$ cat config.mk
export PLATFORM = sky130hd
export DESIGN_NAME = tcdm_rr_arbiter
export DESIGN_NICKNAME = d
export VERILOG_FILES = /design/src/rtl/tcdm_arb_pkg.sv /design/src/rtl/tcdm_arb_checker.sv /design/src/rtl/tcdm_arb_id_fifo.sv /design/src/rtl/tcdm_rr_arbiter.sv
export SDC_FILE = /design/constraint.sdc
export NUM_CORES = 1
export LEC_CHECK = 0
export CAP_MARGIN = 20
export CORE_AREA = 2 2 122 124
export DETAILED_ROUTE_END_ITERATION = 10
export DIE_AREA = 0 0 124 126
export SLEW_MARGIN = 20
export SYNTH_ARGS = -nofsm -noshare
export SYNTH_HDL_FRONTEND = slang
export SYNTH_SLANG_ARGS = --single-unit
$ cat constraint.sdc
create_clock -name clk_i -period 6.2 [get_ports clk_i]
set_input_delay 1.24 -clock clk_i [delete_from_list [all_inputs] [get_ports clk_i]]
set_output_delay 1.24 -clock clk_i [all_outputs]
set_load 0.02 [all_outputs]
$ cat src/rtl/tcdm_arb_pkg.sv
// Shared types, constants and helpers for the TCDM round-robin arbiter.
// The default field widths below match the default arbiter configuration.
package tcdm_arb_pkg;

    localparam int unsigned STALL_CNT_W = 32'd32;
    localparam int unsigned TCDM_AW     = 32'd32;
    localparam int unsigned TCDM_DW     = 32'd32;

    typedef struct packed {
        logic [TCDM_AW-1:0]   add;
        logic                 wen;
        logic [TCDM_DW/8-1:0] be;
        logic [TCDM_DW-1:0]   data;
    } tcdm_req_t;

    typedef struct packed {
        logic [TCDM_DW-1:0] r_data;
        logic               r_valid;
    } tcdm_rsp_t;

    // Width of a requester index; at least one bit even for a single requester.
    function automatic int unsigned id_width(input int unsigned n);
        return (n > 32'd1) ? $clog2(n) : 32'd1;
    endfunction

    // Next index in round-robin order, wrapping at n.
    function automatic int unsigned rr_next(input int unsigned idx, input int unsigned n);
        return (idx + 32'd1 >= n) ? 32'd0 : idx + 32'd1;
    endfunction

endpackage

$ cat src/rtl/tcdm_arb_checker.sv
// Protocol checks for the TCDM arbiter: a locked requester must hold its
// request until granted, the slave must not answer with nothing outstanding,
// and the ID FIFO occupancy must stay within its depth.
module tcdm_arb_checker #(
    parameter int unsigned MAX_OUT = 32'd4,
    parameter int unsigned CNT_W   = 32'd3
) (
    input logic             clk_i,
    input logic             rst_ni,
    input logic             lock_drop_i,
    input logic             orphan_rsp_i,
    input logic [CNT_W-1:0] fifo_count_i
);

    // Sample the protocol conditions once per cycle outside reset.
    always @(posedge clk_i) begin
        if (rst_ni) begin
            a_lock_held: assert (!lock_drop_i)
                else $error("tcdm_rr_arbiter: locked requester dropped req before grant");
            a_rsp_expected: assert (!orphan_rsp_i)
                else $error("tcdm_rr_arbiter: slave response with empty ID FIFO dropped");
            a_count_bound: assert (fifo_count_i <= CNT_W'(MAX_OUT))
                else $error("tcdm_rr_arbiter: ID FIFO occupancy above depth");
        end
    end

endmodule

$ cat src/rtl/tcdm_arb_id_fifo.sv
// Synchronous FIFO of requester IDs, one entry per granted-but-unanswered
// transaction. Head is the requester owed the next in-order slave response.
// Push into a full FIFO and pop from an empty FIFO are ignored.
module tcdm_arb_id_fifo #(
    parameter int unsigned DEPTH = 32'd4,
    parameter int unsigned ID_W  = 32'd1,
    parameter int unsigned CNT_W = $clog2(DEPTH + 32'd1)
) (
    input  logic             clk_i,
    input  logic             rst_ni,
    input  logic             push_i,
    input  logic [ID_W-1:0]  id_i,
    input  logic             pop_i,
    output logic [ID_W-1:0]  head_o,
    output logic             full_o,
    output logic             empty_o,
    output logic [CNT_W-1:0] count_o
);

    localparam int unsigned      PTR_W    = (DEPTH > 32'd1) ? $clog2(DEPTH) : 32'd1;
    localparam logic [PTR_W-1:0] LAST_PTR = PTR_W'(DEPTH - 32'd1);
    localparam logic [CNT_W-1:0] FULL_CNT = CNT_W'(DEPTH);

    logic [ID_W-1:0]  mem_q [DEPTH];
    logic [PTR_W-1:0] wr_ptr_q, wr_ptr_d;
    logic [PTR_W-1:0] rd_ptr_q, rd_ptr_d;
    logic [CNT_W-1:0] count_q, count_d;
    logic             push_s, pop_s;

    assign full_o  = (count_q == FULL_CNT);
    assign empty_o = (count_q == {CNT_W{1'b0}});
    assign head_o  = mem_q[rd_ptr_q];
    assign count_o = count_q;

    // Pointer and occupancy next-state; simultaneous push and pop keep the count.
    always_comb begin
        push_s   = push_i & ~full_o;
        pop_s    = pop_i & ~empty_o;
        wr_ptr_d = wr_ptr_q;
        rd_ptr_d = rd_ptr_q;
        count_d  = count_q;
        if (push_s) begin
            wr_ptr_d = (wr_ptr_q == LAST_PTR) ? {PTR_W{1'b0}} : wr_ptr_q + PTR_W'(1'b1);
        end else begin
            wr_ptr_d = wr_ptr_q;
        end
        if (pop_s) begin
            rd_ptr_d = (rd_ptr_q == LAST_PTR) ? {PTR_W{1'b0}} : rd_ptr_q + PTR_W'(1'b1);
        end else begin
            rd_ptr_d = rd_ptr_q;
        end
        case ({push_s, pop_s})
            2'b10:   count_d = count_q + CNT_W'(1'b1);
            2'b01:   count_d = count_q - CNT_W'(1'b1);
            default: count_d = count_q;
        endcase
    end

    // Pointer and count registers with synchronous active-low reset.
    always_ff @(posedge clk_i) begin
        if (!rst_ni) begin
            wr_ptr_q <= {PTR_W{1'b0}};
            rd_ptr_q <= {PTR_W{1'b0}};
            count_q  <= {CNT_W{1'b0}};
        end else begin
            wr_ptr_q <= wr_ptr_d;
            rd_ptr_q <= rd_ptr_d;
            count_q  <= count_d;
        end
    end

    // ID storage; cleared on reset so the head never carries stale contents.
    always_ff @(posedge clk_i) begin
        if (!rst_ni) begin
            for (int unsigned i = 0; i < DEPTH; i++) begin
                mem_q[i] <= {ID_W{1'b0}};
            end
        end else if (push_s) begin
            mem_q[wr_ptr_q] <= id_i;
        end
    end

endmodule

$ cat src/rtl/tcdm_rr_arbiter.sv
// Round-robin arbiter sharing one TCDM slave port between NR requesters.
// The request path is combinational; a stalled selection is locked until the
// slave grants, and responses are steered back through an in-order ID FIFO.
// Optional feature macro: TCDM_ARB_PERF_CNT_EN adds per-requester stall
// counters (stall_cnt_o) with a clear input (cnt_clear_i).
module tcdm_rr_arbiter
    import tcdm_arb_pkg::*;
#(
    parameter int unsigned NR      = 32'd2,
    parameter int unsigned AW      = 32'd32,
    parameter int unsigned DW      = 32'd32,
    parameter int unsigned MAX_OUT = 32'd4
) (
    input  logic                        clk_i,
    input  logic                        rst_ni,
    input  logic [NR-1:0]               m_req_i,
    output logic [NR-1:0]               m_gnt_o,
    input  logic [NR*AW-1:0]            m_add_i,
    input  logic [NR-1:0]               m_wen_i,
    input  logic [NR*(DW/8)-1:0]        m_be_i,
    input  logic [NR*DW-1:0]            m_data_i,
    output logic [NR*DW-1:0]            m_r_data_o,
    output logic [NR-1:0]               m_r_valid_o,
    output logic                        s_req_o,
    input  logic                        s_gnt_i,
    output logic [AW-1:0]               s_add_o,
    output logic                        s_wen_o,
    output logic [DW/8-1:0]             s_be_o,
    output logic [DW-1:0]               s_data_o,
    input  logic [DW-1:0]               s_r_data_i,
`ifdef TCDM_ARB_PERF_CNT_EN
    output logic [NR*STALL_CNT_W-1:0]   stall_cnt_o,
    input  logic                        cnt_clear_i,
`endif
    input  logic                        s_r_valid_i
);

    localparam int unsigned IDW   = id_width(NR);
    localparam int unsigned CNT_W = $clog2(MAX_OUT + 32'd1);
    localparam int unsigned BW    = DW / 32'd8;

    logic [IDW-1:0]   ptr_q, ptr_d;
    logic             lock_vld_q, lock_vld_d;
    logic [IDW-1:0]   lock_id_q, lock_id_d;
    logic [IDW-1:0]   search_id_s;
    logic             search_found_s;
    logic             lock_hit_s;
    logic             lock_drop_s;
    logic [IDW-1:0]   win_s;
    logic             s_req_s;
    logic             hs_s;
    logic             pop_s;
    logic             fifo_full_s;
    logic             fifo_empty_s;
    logic [IDW-1:0]   head_s;
    logic [CNT_W-1:0] fifo_count_s;

    // First requesting index at or above the round-robin pointer, wrapping.
    always_comb begin
        int unsigned idx_v;
        search_found_s = 1'b0;
        search_id_s    = ptr_q;
        idx_v          = 32'd0;
        for (int unsigned k = 0; k < NR; k++) begin
            idx_v = (32'(ptr_q) + k) % NR;
            if (!search_found_s && m_req_i[idx_v]) begin
                search_found_s = 1'b1;
                search_id_s    = IDW'(idx_v);
            end else begin
                search_found_s = search_found_s;
            end
        end
    end

    // A held lock wins only while its requester still asks; a dropped request
    // releases it and the normal search takes over in the same cycle.
    assign lock_hit_s  = lock_vld_q & m_req_i[lock_id_q];
    assign lock_drop_s = lock_vld_q & ~m_req_i[lock_id_q];
    assign win_s       = lock_hit_s ? lock_id_q : search_id_s;

    // A full FIFO blocks the request even if a response pops in the same cycle.
    assign s_req_s = rst_ni & (|m_req_i) & ~fifo_full_s;
    assign hs_s    = s_req_s & s_gnt_i;
    assign pop_s   = rst_ni & s_r_valid_i & ~fifo_empty_s;

    assign s_req_o    = s_req_s;
    assign s_add_o    = m_add_i[win_s*AW +: AW];
    assign s_wen_o    = m_wen_i[win_s];
    assign s_be_o     = m_be_i[win_s*BW +: BW];
    assign s_data_o   = m_data_i[win_s*DW +: DW];
    assign m_r_data_o = {NR{s_r_data_i}};

    // One-hot grant to the winner and one-hot response valid to the FIFO head.
    always_comb begin
        m_gnt_o     = {NR{1'b0}};
        m_r_valid_o = {NR{1'b0}};
        for (int unsigned i = 0; i < NR; i++) begin
            if (hs_s && (win_s == IDW'(i))) begin
                m_gnt_o[i] = 1'b1;
            end else begin
                m_gnt_o[i] = 1'b0;
            end
            if (pop_s && (head_s == IDW'(i))) begin
                m_r_valid_o[i] = 1'b1;
            end else begin
                m_r_valid_o[i] = 1'b0;
            end
        end
    end

    // Advance the pointer past an accepted winner; lock the winner while stalled.
    always_comb begin
        ptr_d      = ptr_q;
        lock_vld_d = 1'b0;
        lock_id_d  = lock_id_q;
        if (hs_s) begin
            ptr_d      = IDW'(rr_next(32'(win_s), NR));
            lock_vld_d = 1'b0;
        end else if (s_req_s) begin
            lock_vld_d = 1'b1;
            lock_id_d  = win_s;
        end else begin
            lock_vld_d = 1'b0;
        end
    end

    // Arbitration state registers with synchronous active-low reset.
    always_ff @(posedge clk_i) begin
        if (!rst_ni) begin
            ptr_q      <= {IDW{1'b0}};
            lock_vld_q <= 1'b0;
            lock_id_q  <= {IDW{1'b0}};
        end else begin
            ptr_q      <= ptr_d;
            lock_vld_q <= lock_vld_d;
            lock_id_q  <= lock_id_d;
        end
    end

    tcdm_arb_id_fifo #(
        .DEPTH (MAX_OUT),
        .ID_W  (IDW),
        .CNT_W (CNT_W)
    ) u_id_fifo (
        .clk_i   (clk_i),
        .rst_ni  (rst_ni),
        .push_i  (hs_s),
        .id_i    (win_s),
        .pop_i   (pop_s),
        .head_o  (head_s),
        .full_o  (fifo_full_s),
        .empty_o (fifo_empty_s),
        .count_o (fifo_count_s)
    );

    tcdm_arb_checker #(
        .MAX_OUT (MAX_OUT),
        .CNT_W   (CNT_W)
    ) u_checker (
        .clk_i        (clk_i),
        .rst_ni       (rst_ni),
        .lock_drop_i  (lock_drop_s),
        .orphan_rsp_i (s_r_valid_i & fifo_empty_s),
        .fifo_count_i (fifo_count_s)
    );

`ifdef TCDM_ARB_PERF_CNT_EN
    logic [NR*STALL_CNT_W-1:0] stall_cnt_q, stall_cnt_d;

    // Saturating per-requester stall count; clear takes priority over counting.
    always_comb begin
        logic [STALL_CNT_W-1:0] cnt_v;
        stall_cnt_d = stall_cnt_q;
        cnt_v       = {STALL_CNT_W{1'b0}};
        for (int unsigned i = 0; i < NR; i++) begin
            cnt_v = stall_cnt_q[i*STALL_CNT_W +: STALL_CNT_W];
            if (cnt_clear_i) begin
                cnt_v = {STALL_CNT_W{1'b0}};
            end else if (m_req_i[i] && !m_gnt_o[i] && (cnt_v != {STALL_CNT_W{1'b1}})) begin
                cnt_v = cnt_v + STALL_CNT_W'(1'b1);
            end else begin
                cnt_v = cnt_v;
            end
            stall_cnt_d[i*STALL_CNT_W +: STALL_CNT_W] = cnt_v;
        end
    end

    // Stall counter registers with synchronous active-low reset.
    always_ff @(posedge clk_i) begin
        if (!rst_ni) begin
            stall_cnt_q <= {(NR*STALL_CNT_W){1'b0}};
        end else begin
            stall_cnt_q <= stall_cnt_d;
        end
    end

    assign stall_cnt_o = stall_cnt_q;
`endif

endmodule
Word-level counts from Yosys, hierarchy flattened:

Memory sizes are Yosys's and may differ from the RTL's. A register that Yosys moved wholly into a read port is not among the register bits.
Cells that the tools add are included.

* register bits: 10
* input port bits: 176
* output and inout port bits: 138
* bits in writable memories: 4
* logic and storage cells: 81
* memories: 1

Memory list
* u_id_fifo.mem_q: words 4, bits a word 1, rd ports 1, clocked after Yosys merged registers in 1, wr ports 4, line tcdm_arb_id_fifo.sv:24 `logic [ID_W-1:0] mem_q [DEPTH];`

* bitwise logic cells: 14
* magnitude comparators: 5
* muxes and demuxes: 29
* equal/unequal tests: 5
* $add $sub $neg: 6
* shift operators: 3
* reduce and logical (&&, ||, !) cells: 12

Operator list (number)
* 64-bit by 7-bit indexed part select with 32-bit output: 2
* 1-bit two-way mux: 23
* 2-bit two-way mux: 5
* 1-bit bitwise AND: 8
* 1-bit by 2-bit less-than comparator with 1-bit output (second input constant): 4
* 8-bit by 4-bit indexed part select with 4-bit output: 1
* 2-bit == test (second input constant): 3
* 1-bit NOT: 6
* 3-bit one-hot mux with 2 select lines: 1
* 1-bit logical AND: 5
* 2-bit by 1-bit adder with 2-bit output (second input constant): 2
* 2-bit OR reduction: 2
* 3-bit by 1-bit adder with 3-bit output (second input constant): 1
* 3-bit == test (second input constant): 1
* 3-bit zero test: 1
* 3-bit by 1-bit subtractor with 3-bit output (second input constant): 1
* 1-bit by 1-bit adder with 2-bit output (second input constant): 1
* 2-bit by 1-bit == test with 1-bit output (second input constant): 1
* 2-bit greater-or-equal comparator (second input constant): 1
* 2-bit AND reduction: 1
* 2-bit nonzero test: 1
* 1-bit adder (second input constant): 1
* 1-bit zero test: 1
* 1-bit OR reduction: 1

Logic depth before layout (Yosys ltp):

Gate-level depths: netlist (run 1).

* depth after elaboration: 10
* mapped depth: 9
* gate-level depth less buffers: 8

Hierarchy:

A second synthesis (run 1) with hierarchy kept.

* cell total of the unflattened synthesis: 235
* area, all modules: 2222.1 um^2

By module, submodules not included
* tcdm_rr_arbiter: area an instance 1580.3 um^2, times used 1, sequential area each 60.1 um^2, cells an instance 169
* tcdm_arb_id_fifo: area an instance 641.9 um^2, times used 1, sequential area each 270.3 um^2, cells an instance 66

Worst setup path before layout (run 1):

No wires, ideal clock.

* path type: input-to-output
* from: input port m_req_i[1]
* to: output port s_add_o[0]
* setup slack: 2.639 ns
* buffers on the path: 2
* stages: 6
* data required time: 4.960 ns
* arrival: 2.321 ns
* path through: inv_1 > o21ai_1 > a22oi_1 > buf_2 > buf_4 > mux2_2

* cells in the longest elaborated chain, start to end: 8
* elaborated cells between the ends (all ways): 13
* classes of those cells: shift (1); mux (9); bitwise (1); reduce/logical (2)

Ends and longest elaborated chain
* start: declaration: line tcdm_rr_arbiter.sv:16 `input logic [NR-1:0] m_req_i,`
* 1-bit two-way mux (not written as such) (2 in a row): line tcdm_rr_arbiter.sv:66 `if (!search_found_s && m_req_i[idx_v]) begin`
* 1-bit two-way mux: line tcdm_rr_arbiter.sv:66
* 1-bit zero test: line tcdm_rr_arbiter.sv:66
* 1-bit logical AND: line tcdm_rr_arbiter.sv:66
* 1-bit two-way mux: line tcdm_rr_arbiter.sv:66
* 1-bit two-way mux *: line tcdm_rr_arbiter.sv:79 `assign win_s = lock_hit_s ? lock_id_q : search_id_s;`
* 64-bit by 7-bit indexed part select with 32-bit output *: line tcdm_rr_arbiter.sv:87 `assign s_add_o = m_add_i[win_s*AW +: AW];`
* end: declaration: line tcdm_rr_arbiter.sv:26 `output logic [AW-1:0] s_add_o,`

Every way passes the cells marked *; elsewhere a longest branch is shown, timed or not. The select of a mux whose other input is x is not followed.

Worst setup path after layout (run 1):

* from: input port m_req_i[0]
* to: output port s_add_o[21]

The elaborated chain is that of the path after synthesis.

==> results.md, run 1 <==
- Setup WS post-layout: 1.31 ns
- Post-CTS setup buffers: 0
- Syn_area_per_cell: 9.53 sq um
- Setup crit end kind: primary output
- Max-Cap Viols: 0
- Peak supply drop: 0.0000987 V
- Most frequent cells in the layout: clkdlybuf4s50_1 (217), mux2_2 (69), dfxtp_1 (15)
- Crit path buf inv count: 3
- R2r worst-path depth: 8
- Slew @ Worst Pin: 0.684 ns
- Post-place setup slack: 1.31 ns
- Reg clk slew, reported paths: 0.05 ns
- Drt drc: 0
- Syn Inst Count: 218
- Power Density: 156 nW/um^2
- Syn_nets: 398
- Synth Area in XOR/XNOR: 0.00843
- Fin. max-slew vios: 0
- Cell family with most CP delay: buffers and inverters
- TritonCTS Buffers: 3
- RSZ-0062 raised after global routing: no
- Drt wl/cell: 16.4 microns
- Worst setup SP type: input port
- Met3 GRT Util: 0.0281
- N_diodes: 0
- Leading cell type in the layout, fill and taps excluded: clkdlybuf4s50_1
- Row cnt: 44
- Max frequency: 205 MHz
- Hold Path Cell Cnt: 2
- Synth async-reset ratio: 0
- Post-Synth Adder-Cell Area: 0.0277
- Met1 Usage GRT: 0.119
- Largest net degree at the start of global routing: 55
- Setup CP Type: input port to primary output
- Compound-Gate Fraction of Synth Area: 0.0446
- Slew HR: 0.544
- Min Tclk post-route: 4.89 ns
- Leak Pwr: 1.47 nW
- Most Crowded Layer GR: met2
- DRT Wirelength: 9060 microns
- Final-stage net count: 548
- Router iterations before antenna repair: 4
- Final std cells w/o fill: 551
- Ports: 314
- Most frequent CP cell: clkdlybuf4s50_1
- Fin util: 0.282
- Setup slack, reg-to-reg: 3.80 ns
- Register area share after synthesis: 0.159
- Post-Synth Simple-Gate Area: 0.0753
- Vias in the first global route: 2389
- Type of the most critical hold path: flip-flop to flip-flop
- Vias per inst: 3.82
- Setup TNS: 0 ns
- Top cells by area, synth: mux2_2 (37%), buf_4 (25%), dfxtp_1 (14%)
- Setup Skew: 0.00106 ns
- Cell area after synthesis: 2080 sq um
- Register area: 330 sq um
- Number of synthesis warnings: 0
- Clk root buf: clkbuf_16
- Mux contribution to synthesized area: 0.414
- Clk Latency, worst-skew pair: 0.24 ns
- Die height: 126 microns
- Die width: 124 microns
- # hold bufs at CTS: 0
- HP Start: u_id_fifo.mem_q[1]$_DFF_P_
- Post-synth EDFFs: 1
- Seq cells post-synth: 16
- Reg-to-Reg End: u_id_fifo.count_o[2]$_SDFFE_PN0P_
- Die area: 15600 sq um
- Core area: 14300 sq um
- Tot GR Track Use: 0.110
- Number of port buffers: 217
- Final setup fails: 0
- Critical-path cell list: clkdlybuf4s50_1 > nand2_1 > a22oi_2 > buf_4 > mux2_2 > clkdlybuf4s50_1
- Initial DRC count: 35
- CP arrival: 3.65 ns
- Reg2Reg Launch Point: u_id_fifo.count_o[2]$_SDFFE_PN0P_
- Synth Flop Type: dfxtp_1
- Vias: 2105
- Number of failing hold endpoints at the final stage: 0
- Initial Utilization: 0.145
- Status: finished clean
- Multi-input logic area: 1190 sq um
- Final worst path period share: 0.788
- Hold Crit Endpoint: u_id_fifo.mem_q[1]$_DFF_P_
- # placed instances: 547
- Fill cells: 1525
- DP Wirelength: 7920 microns
- CTS H-Tree Depth: 1
- Clk buf depth: 2
- Layout cell share with drive strength beyond 1: 0.218
- Clock sinks: 16
- Post-synth cell types: 35
- Largest family of logic cells by synthesized area: multiplexers
- GR Util met2: 0.211
- CP max-delay cell: clkdlybuf4s50_1
- Crit-path max FO: 54
- Most area-hungry cell type in the Yosys netlist: mux2_2
- Area grow syn2layout: 94.5%
- Post-synth top area share: 0.374
- Final GP Congestion: 0.857
- Worst endpoint required time: 4.96 ns
- Final ANT Viol Nets: 0
- Global-route wire length before repair: 13000 microns
- CTS tree: done
- Grt total ovfl: 0
- Slowest stage delay, CP: 0.58 ns
- Initial antenna violation count: 0
- Post-CTS sizing: 0
==> worst min-delay path: cells and delay by family, from the launching register on <==
kind             cells  cell delay (ns)
flip-flops           1             0.30
multiplexers         1             0.05
AND/OR/NAND/NOR      1             0.06
==> stage by stage <==
| stage | hold WS, ns | power, mW | area, sq um |
|---|---|---|---|
| after floorplan | 0.441 | 0.349 | 2080 |
| after global placement | 0.456 | 0.496 | 3950 |
| after detailed placement | 0.455 | 0.499 | 3950 |
| after CTS | 0.463 | 0.639 | 4040 |
| after global routing | 0.499 | 0.663 | 4040 |
| final | 0.462 | 0.630 | 4040 |
==> routing by layer <==
metal / wire, microns / vias to the layer above / part of all wire
met5: 0 / - / 0
met2: 4920 / 154 / 0.54
met1: 3180 / 945 / 0.35
met4: 99 / 0 / 0.011
met3: 859 / 16 / 0.095
li1: - / 990 / -
==> area by class of cell <==
class                      instances  share of cell area
clock buffer                       4              0.0220
inverter                           4             0.00372
multi-input combinational        124               0.294
sequential                        16              0.0818
tap                              184              0.0570
timing repair buffer             219               0.541
==> synth_stat cells, types with 2 or more instances <==
library cell and n:
and2_1 2, buf_2 3, buf_4 69, dfxtp_1 15, ha_1 3, inv_1 4, mux2_2 69, mux2i_1 6
nand2_1 8, nor2_1 5, nor2b_1 4, nor3b_1 2, o21ai_0 4, o21ai_1 2, or3_1 2
==> report_power, final <==
part | switching [mW] | internal, mW | leakage (nW)
Sequential | 0.00516 | 0.111 | 0.133
Combinational | 0.155 | 0.223 | 1.29
Clock | 0.0388 | 0.0979 | 0.0442
==> cells by family (layout without fill, tap and decap cells) <==
| logic type | Yosys count | in the layout |
|---|---|---|
| flops | 16 | 16 |
| xor+xnor | 2 | 2 |
| mux | 76 | 76 |
| simple gates | 28 | 28 |
| compound gates | 14 | 14 |
| fa+ha+maj | 4 | 4 |
| buf+inv | 78 | 227 |
==> worst max-delay path by stage <==
stage | end | depth (start not counted) | from
floorplan | s_add_o[0] | 6 | m_req_i[1]
detailed placement | s_data_o[1] | 6 | m_req_i[0]
global placement | s_data_o[1] | 7 | m_req_i[1]
CTS | s_data_o[1] | 6 | m_req_i[0]
global route | s_data_o[1] | 7 | m_req_i[1]
finish | s_add_o[21] | 6 | m_req_i[0]
(Power assumes the default switching activity.)
==> inputs of run 2 (changes only) <==
--- a/config.mk
+++ b/config.mk
@@ -6,9 +6,9 @@
 export NUM_CORES = 1
 export LEC_CHECK = 0
 export CAP_MARGIN = 20
-export CORE_AREA = 2 2 122 124
+export CORE_AREA = 2 2 121 123
 export DETAILED_ROUTE_END_ITERATION = 10
-export DIE_AREA = 0 0 124 126
+export DIE_AREA = 0 0 123 125
 export SLEW_MARGIN = 20
 export SYNTH_ARGS = -nofsm -noshare
 export SYNTH_HDL_FRONTEND = slang
==> constraint.sdc (replaced) <==
create_clock -name clk_i -period 5.05 [get_ports clk_i]
set_input_delay 1.01 -clock clk_i [delete_from_list [all_inputs] [get_ports clk_i]]
set_output_delay 1.01 -clock clk_i [all_outputs]
set_load 0.02 [all_outputs]
==> run 2 against run 1 <==
Against the previous run:
- clock power grew 21%
- die area shrank 1.6%
- hold slack gained 0.0043 ns
- first-iteration DRC count grew 54%
- count of clock-buffer cells in the layout is the same
- non-clock buffer count grew 1
- combinational power grew 22%
- critical path depth grew 1
- critical path type unchanged
- critical endpoint is now s_data_o[0]
- highest routed layer unchanged
==> results.md, run 2 (same netlist as run 1, synthesis figures left out) <==
- Status: finished clean
- CTS H-Tree Depth: 1
- Peak supply drop: 0.000141 V
- Type of the most critical hold path: flip-flop to flip-flop
- Final-stage net count: 549
- Initial Utilization: 0.146
- DP Area: 3970 sq um
- Slowest stage delay, CP: 0.56 ns
- Slew HR: 0.734
- Largest net degree at the start of global routing: 56
- Post-CTS sizing: 0
- Vias: 2087
- Most frequent CP cell: clkdlybuf4s50_1
- Number of failing hold endpoints at the final stage: 0
- Reg-to-Reg End: u_id_fifo.count_o[2]$_SDFFE_PN0P_
- Die area: 15400 sq um
- HP Start: u_id_fifo.mem_q[2]$_DFF_P_
- DP Wirelength: 8980 microns
- Final GP Congestion: 0.879
- Final ANT Viol Nets: 0
- Die width: 123 microns
- CP max-delay cell: clkdlybuf4s50_1
- N_diodes: 0
- Initial DRC count: 54
- Setup crit end kind: primary output
- Die height: 125 microns
- CTS tree: done
- DRT Wirelength: 10200 microns
- Vias per inst: 3.78
- Final std cells w/o fill: 552
- Fill cells: 1510
- RSZ-0062 raised after global routing: no
- Fin. max-slew vios: 0
- Reg clk slew, reported paths: 0.05 ns
- R2r worst-path depth: 8
- Critical-path cell list: clkdlybuf4s50_1 > inv_1 > o21ai_1 > a22oi_2 > buf_12 > mux2_2 > clkdlybuf4s50_1
- Ports: 314
- Drt drc: 0
- Power Total: 0.772 mW
- Vias in the first global route: 2154
- Crit-path max FO: 55
- Worst setup SP type: input port
- Setup TNS: 0 ns
- Post-CTS setup buffers: 0
- Number of port buffers: 217
- Leak Pwr: 1.48 nW
- Reg2Reg Launch Point: u_id_fifo.count_o[2]$_SDFFE_PN0P_
- Clk Latency, worst-skew pair: 0.24 ns
- Max frequency: 238 MHz
- Router iterations before antenna repair: 4
- Core area: 14200 sq um
- Min Tclk post-route: 4.20 ns
- Final worst path period share: 0.831
- Most frequent cells in the layout: clkdlybuf4s50_1 (217), mux2_2 (69), dfxtp_1 (15)
- Slew @ Worst Pin: 0.398 ns
- Leading cell type in the layout, fill and taps excluded: clkdlybuf4s50_1
- Hold Crit Endpoint: u_id_fifo.mem_q[2]$_DFF_P_
- Max-Cap Viols: 0
- Row cnt: 44
- Hold Path Cell Cnt: 2
- Global-route wire length before repair: 13600 microns
- Clk root buf: clkbuf_16
- Tot GR Track Use: 0.122
- Setup Skew: 0.00281 ns
- # placed instances: 548
- Setup slack, reg-to-reg: 2.65 ns
- Final setup fails: 0
- Power Density: 190 nW/um^2
- CP arrival: 3.19 ns
- Clock sinks: 16
- Crit path buf inv count: 4
- Drt wl/cell: 18.4 microns
- Layout cell share with drive strength beyond 1: 0.220
- Grt total ovfl: 0
- Clk buf depth: 2
- Setup CP Type: input port to primary output
- Cell family with most CP delay: buffers and inverters
- Area grow syn2layout: 95.5%
- TritonCTS Buffers: 3
- Worst endpoint required time: 4.04 ns
- # hold bufs at CTS: 0
- Fin area: 4060 sq um
- Initial antenna violation count: 0
[run 2: changes by cell type in the layout (fill, tap and decap cells not counted)]
cell and delta:
buf_12 +1
[run 2: per-layer routing]
metal / vias to the layer above / GRT usage / routed length (microns)
li1: 990 / - / -
met1: 939 / 0.118 / 3340
met2: 152 / 0.245 / 5630
met3: 6 / 0.0488 / 1130
met4: 0 / 0.0154 / 67
met5: - / 0 / 0
[run 2: worst max path at each step]
| stage | start | end | slack [ns] | cells after the start |
|---|---|---|---|---|
| final | m_req_i[1] | s_data_o[0] | 0.85 | 7 |
| after global routing | m_req_i[1] | s_add_o[9] | 0.74 | 7 |
| after CTS | m_req_i[0] | s_data_o[0] | 0.85 | 6 |
| after detailed placement | m_req_i[0] | s_data_o[0] | 0.87 | 6 |
| after global placement | m_req_i[0] | s_data_o[0] | 0.85 | 6 |
| after floorplan | m_req_i[1] | s_add_o[0] | 1.95 | 6 |
[run 2: layout make-up]
class | count | area, sq um | share of cell area
flip-flops and latches | 16 | 330 | 0.0814
multi-input cells | 124 | 1190 | 0.293
clock buffers | 4 | 88.8 | 0.0219
inverters | 4 | 15.0 | 0.00370
well taps | 184 | 230 | 0.0567
repair buffers | 220 | 2210 | 0.544
[run 2: power by group]
group / internal [mW] / switching [mW]
clock: 0.120 / 0.0461
combinational: 0.276 / 0.186
sequential: 0.136 / 0.00684
[run 2: per-stage QoR]
stage                util  setup slack, ns  hold WS [ns]
floorplan               -             1.95         0.441
global placement    0.280            0.850         0.453
detailed placement  0.280            0.867         0.462
CTS                 0.286            0.853         0.470
global route        0.286            0.742         0.509
finish              0.286            0.853         0.466
[run 2: tightest hold or removal path, stage by stage, from the launching register on]
cell     delay (ns)
dfxtp_1        0.30
nand2_1        0.06
mux2i_1        0.05
==> inputs of run 3 (changes only) <==
--- a/config.mk
+++ b/config.mk
@@ -6,9 +6,9 @@
 export NUM_CORES = 1
 export LEC_CHECK = 0
 export CAP_MARGIN = 20
-export CORE_AREA = 2 2 121 123
+export CORE_AREA = 2 2 122 124
 export DETAILED_ROUTE_END_ITERATION = 10
-export DIE_AREA = 0 0 123 125
+export DIE_AREA = 0 0 124 126
 export SLEW_MARGIN = 20
 export SYNTH_ARGS = -nofsm -noshare
 export SYNTH_HDL_FRONTEND = slang
==> constraint.sdc (replaced) <==
create_clock -name clk_i -period 3.69 [get_ports clk_i]
set_input_delay 0.738 -clock clk_i [delete_from_list [all_inputs] [get_ports clk_i]]
set_output_delay 0.738 -clock clk_i [all_outputs]
set_load 0.02 [all_outputs]
==> run 3 against run 2 <==
Against the previous run:
- combinational power is 39% higher
- clock skew is 0.0010 ns lower
- largest power group unchanged
- highest routed layer unchanged
- final area is 2.0% higher
- global-route usage is 1.7 points lower
- sequential cell count stayed put
- via count is 1.5% higher
- first-iteration DRC count is 20% lower
- wire length is 9.7% lower
- register-to-register slack worse by 1.4 ns
- critical path depth stayed put
==> results.md, run 3 (same netlist as run 1, synthesis figures left out) <==
- Status: finished clean
- Die area: 15600 sq um
- Clk root buf: clkbuf_16
- Max frequency: 278 MHz
- TritonCTS Buffers: 3
- CTS H-Tree Depth: 1
- Die width: 124 microns
- Combinational share of power: 0.599
- Met1 WL: 3360 microns
- Switching share of power: 0.318
- Min Tclk post-route: 3.60 ns
- Initial antenna violation count: 0
- Row cnt: 44
- Setup crit end kind: primary output
- Clock sinks: 16
- Largest net degree at the start of global routing: 54
- Final GP Congestion: 0.809
- CTS tree: done
- Layout cell share with drive strength beyond 1: 0.227
- Met3 routed WL: 873 microns
- Post-place setup slack: 0.0366 ns
- Setup TNS: 0 ns
- Setup CP Type: input port to primary output
- Hold_ws: 0.476 ns
- Worst endpoint required time: 2.95 ns
- Tot GR Track Use: 0.106
- Number of port buffers: 217
- Vias in the first global route: 2306
- Psw: 0.341 mW
- Final setup fails: 0
- Setup Skew: 0.00179 ns
- Worst setup SP type: input port
- RSZ-0062 raised after global routing: yes
- Slew HR: 0.771
- Crit-path max FO: 27
- Initial DRC count: 43
- Ports: 314
- Setup WS post-layout: 0.0881 ns
- Initial Utilization: 0.145
- Core area: 14300 sq um
- Router iterations before antenna repair: 3
- Peak supply drop: 0.000106 V
- Met2 wire len: 4820 microns
- Fin. max-slew vios: 0
- Clk Latency, worst-skew pair: 0.25 ns
- Grt total ovfl: 0
- Drt wl/cell: 16.6 microns
- Reg clk slew, reported paths: 0.05 ns
- Vias per inst: 3.82
- Sequential share of power: 0.182
- Leading cell type in the layout, fill and taps excluded: clkdlybuf4s50_1
- Vias: 2118
- Max Used Layer: met4
- Slew @ Worst Pin: 0.343 ns
- Power Density: 259 nW/um^2
- Die height: 126 microns
- Type of the most critical hold path: flip-flop to flip-flop
- Final worst path period share: 0.976
- Most frequent cells in the layout: clkdlybuf4s50_1 (196), mux2_2 (69), dlymetal6s2s_1 (20)
- Int Pwr: 0.731 mW
- CP arrival: 2.86 ns
- Number of failing hold endpoints at the final stage: 0
- DP Wirelength: 7840 microns
- Clk buf depth: 2
- Final-stage net count: 551
- HP Start: u_id_fifo.mem_q[1]$_DFF_P_
- Drt drc: 0
- Area grow syn2layout: 99.3%
- Final std cells w/o fill: 554
- Max-Cap Viols: 0
- Final ANT Viol Nets: 0
- Clk network pwr share: 0.219
- Global-route wire length before repair: 12500 microns
- DRT Wirelength: 9180 microns
- Fin util: 0.289
- # placed instances: 548
- Reg2Reg Launch Point: u_id_fifo.count_o[0]$_SDFFE_PN0P_
- Crit path from: m_req_i[0]
- Leak Pwr: 1.68 nW
- N_diodes: 0
-- run 3: cell count changes in the layout (fill, tap and decap cells not counted) --
cell,before,now
clkdlybuf4s50_1,217,196
dlymetal6s2s_1,0,20
buf_4,2,4
clkbuf_16,3,4
-- run 3: layer usage --
metal | track usage | up-vias
met3 | 0.0308 | 18
li1 | - | 999
met2 | 0.199 | 154
met4 | 0.0245 | 0
met1 | 0.114 | 947
met5 | 0 | -
-- run 3: stage by stage --
stage	cell area (sq um)	total power, mW
floorplan	2080	0.587
CTS	4060	1.08
global route	4140	1.13
global placement	3970	0.837
detailed placement	3970	0.841
finish	4140	1.07
-- run 3: final timing paths --
kind                                             to  slack [ns]  cells past startpoint
setup / recovery                       s_data_o[17]        0.09                      7
hold / removal           u_id_fifo.mem_q[1]$_DFF_P_        0.48                      2
setup reg to reg  u_id_fifo.count_o[2]$_SDFFE_PN0P_        1.29                      8
hold reg to reg          u_id_fifo.mem_q[1]$_DFF_P_        0.48                      2
-- run 3: critical path: stages --
cell and delay [ns]:
clkdlybuf4s50_1 0.50, nand2_1 0.09, a22oi_2 0.21, buf_4 0.18
clkbuf_16 0.20, mux2_2 0.35, clkdlybuf4s50_1 0.56
-- run 3: final cells by class --
class                           instances  area [sq um]
Fill cell                            1511         10200
Timing Repair Buffer                  222          2290
Multi-Input combinational cell        124          1190
Sequential cell                        16           330
Tap cell                              184           230
Clock buffer                            4          88.8
Inverter                                4          15.0
-- run 3: repair_timing --
item | in CTS | in global routing
buffers inserted | 0 | 1
endpoints found under the hold margin | 0 | 0
hold buffers | 0 | 0
setup endpoints to repair | 0 | 43
gates resized for setup | 0 | 23
-- run 3: power by group through the flow --
stage	Clock, mW	Sequential (mW)	Combinational [mW]
floorplan	0	0.196	0.391
global placement	0	0.198	0.639
detailed placement	0	0.199	0.643
CTS	0.238	0.195	0.647
global route	0.252	0.197	0.679
finish	0.235	0.195	0.642
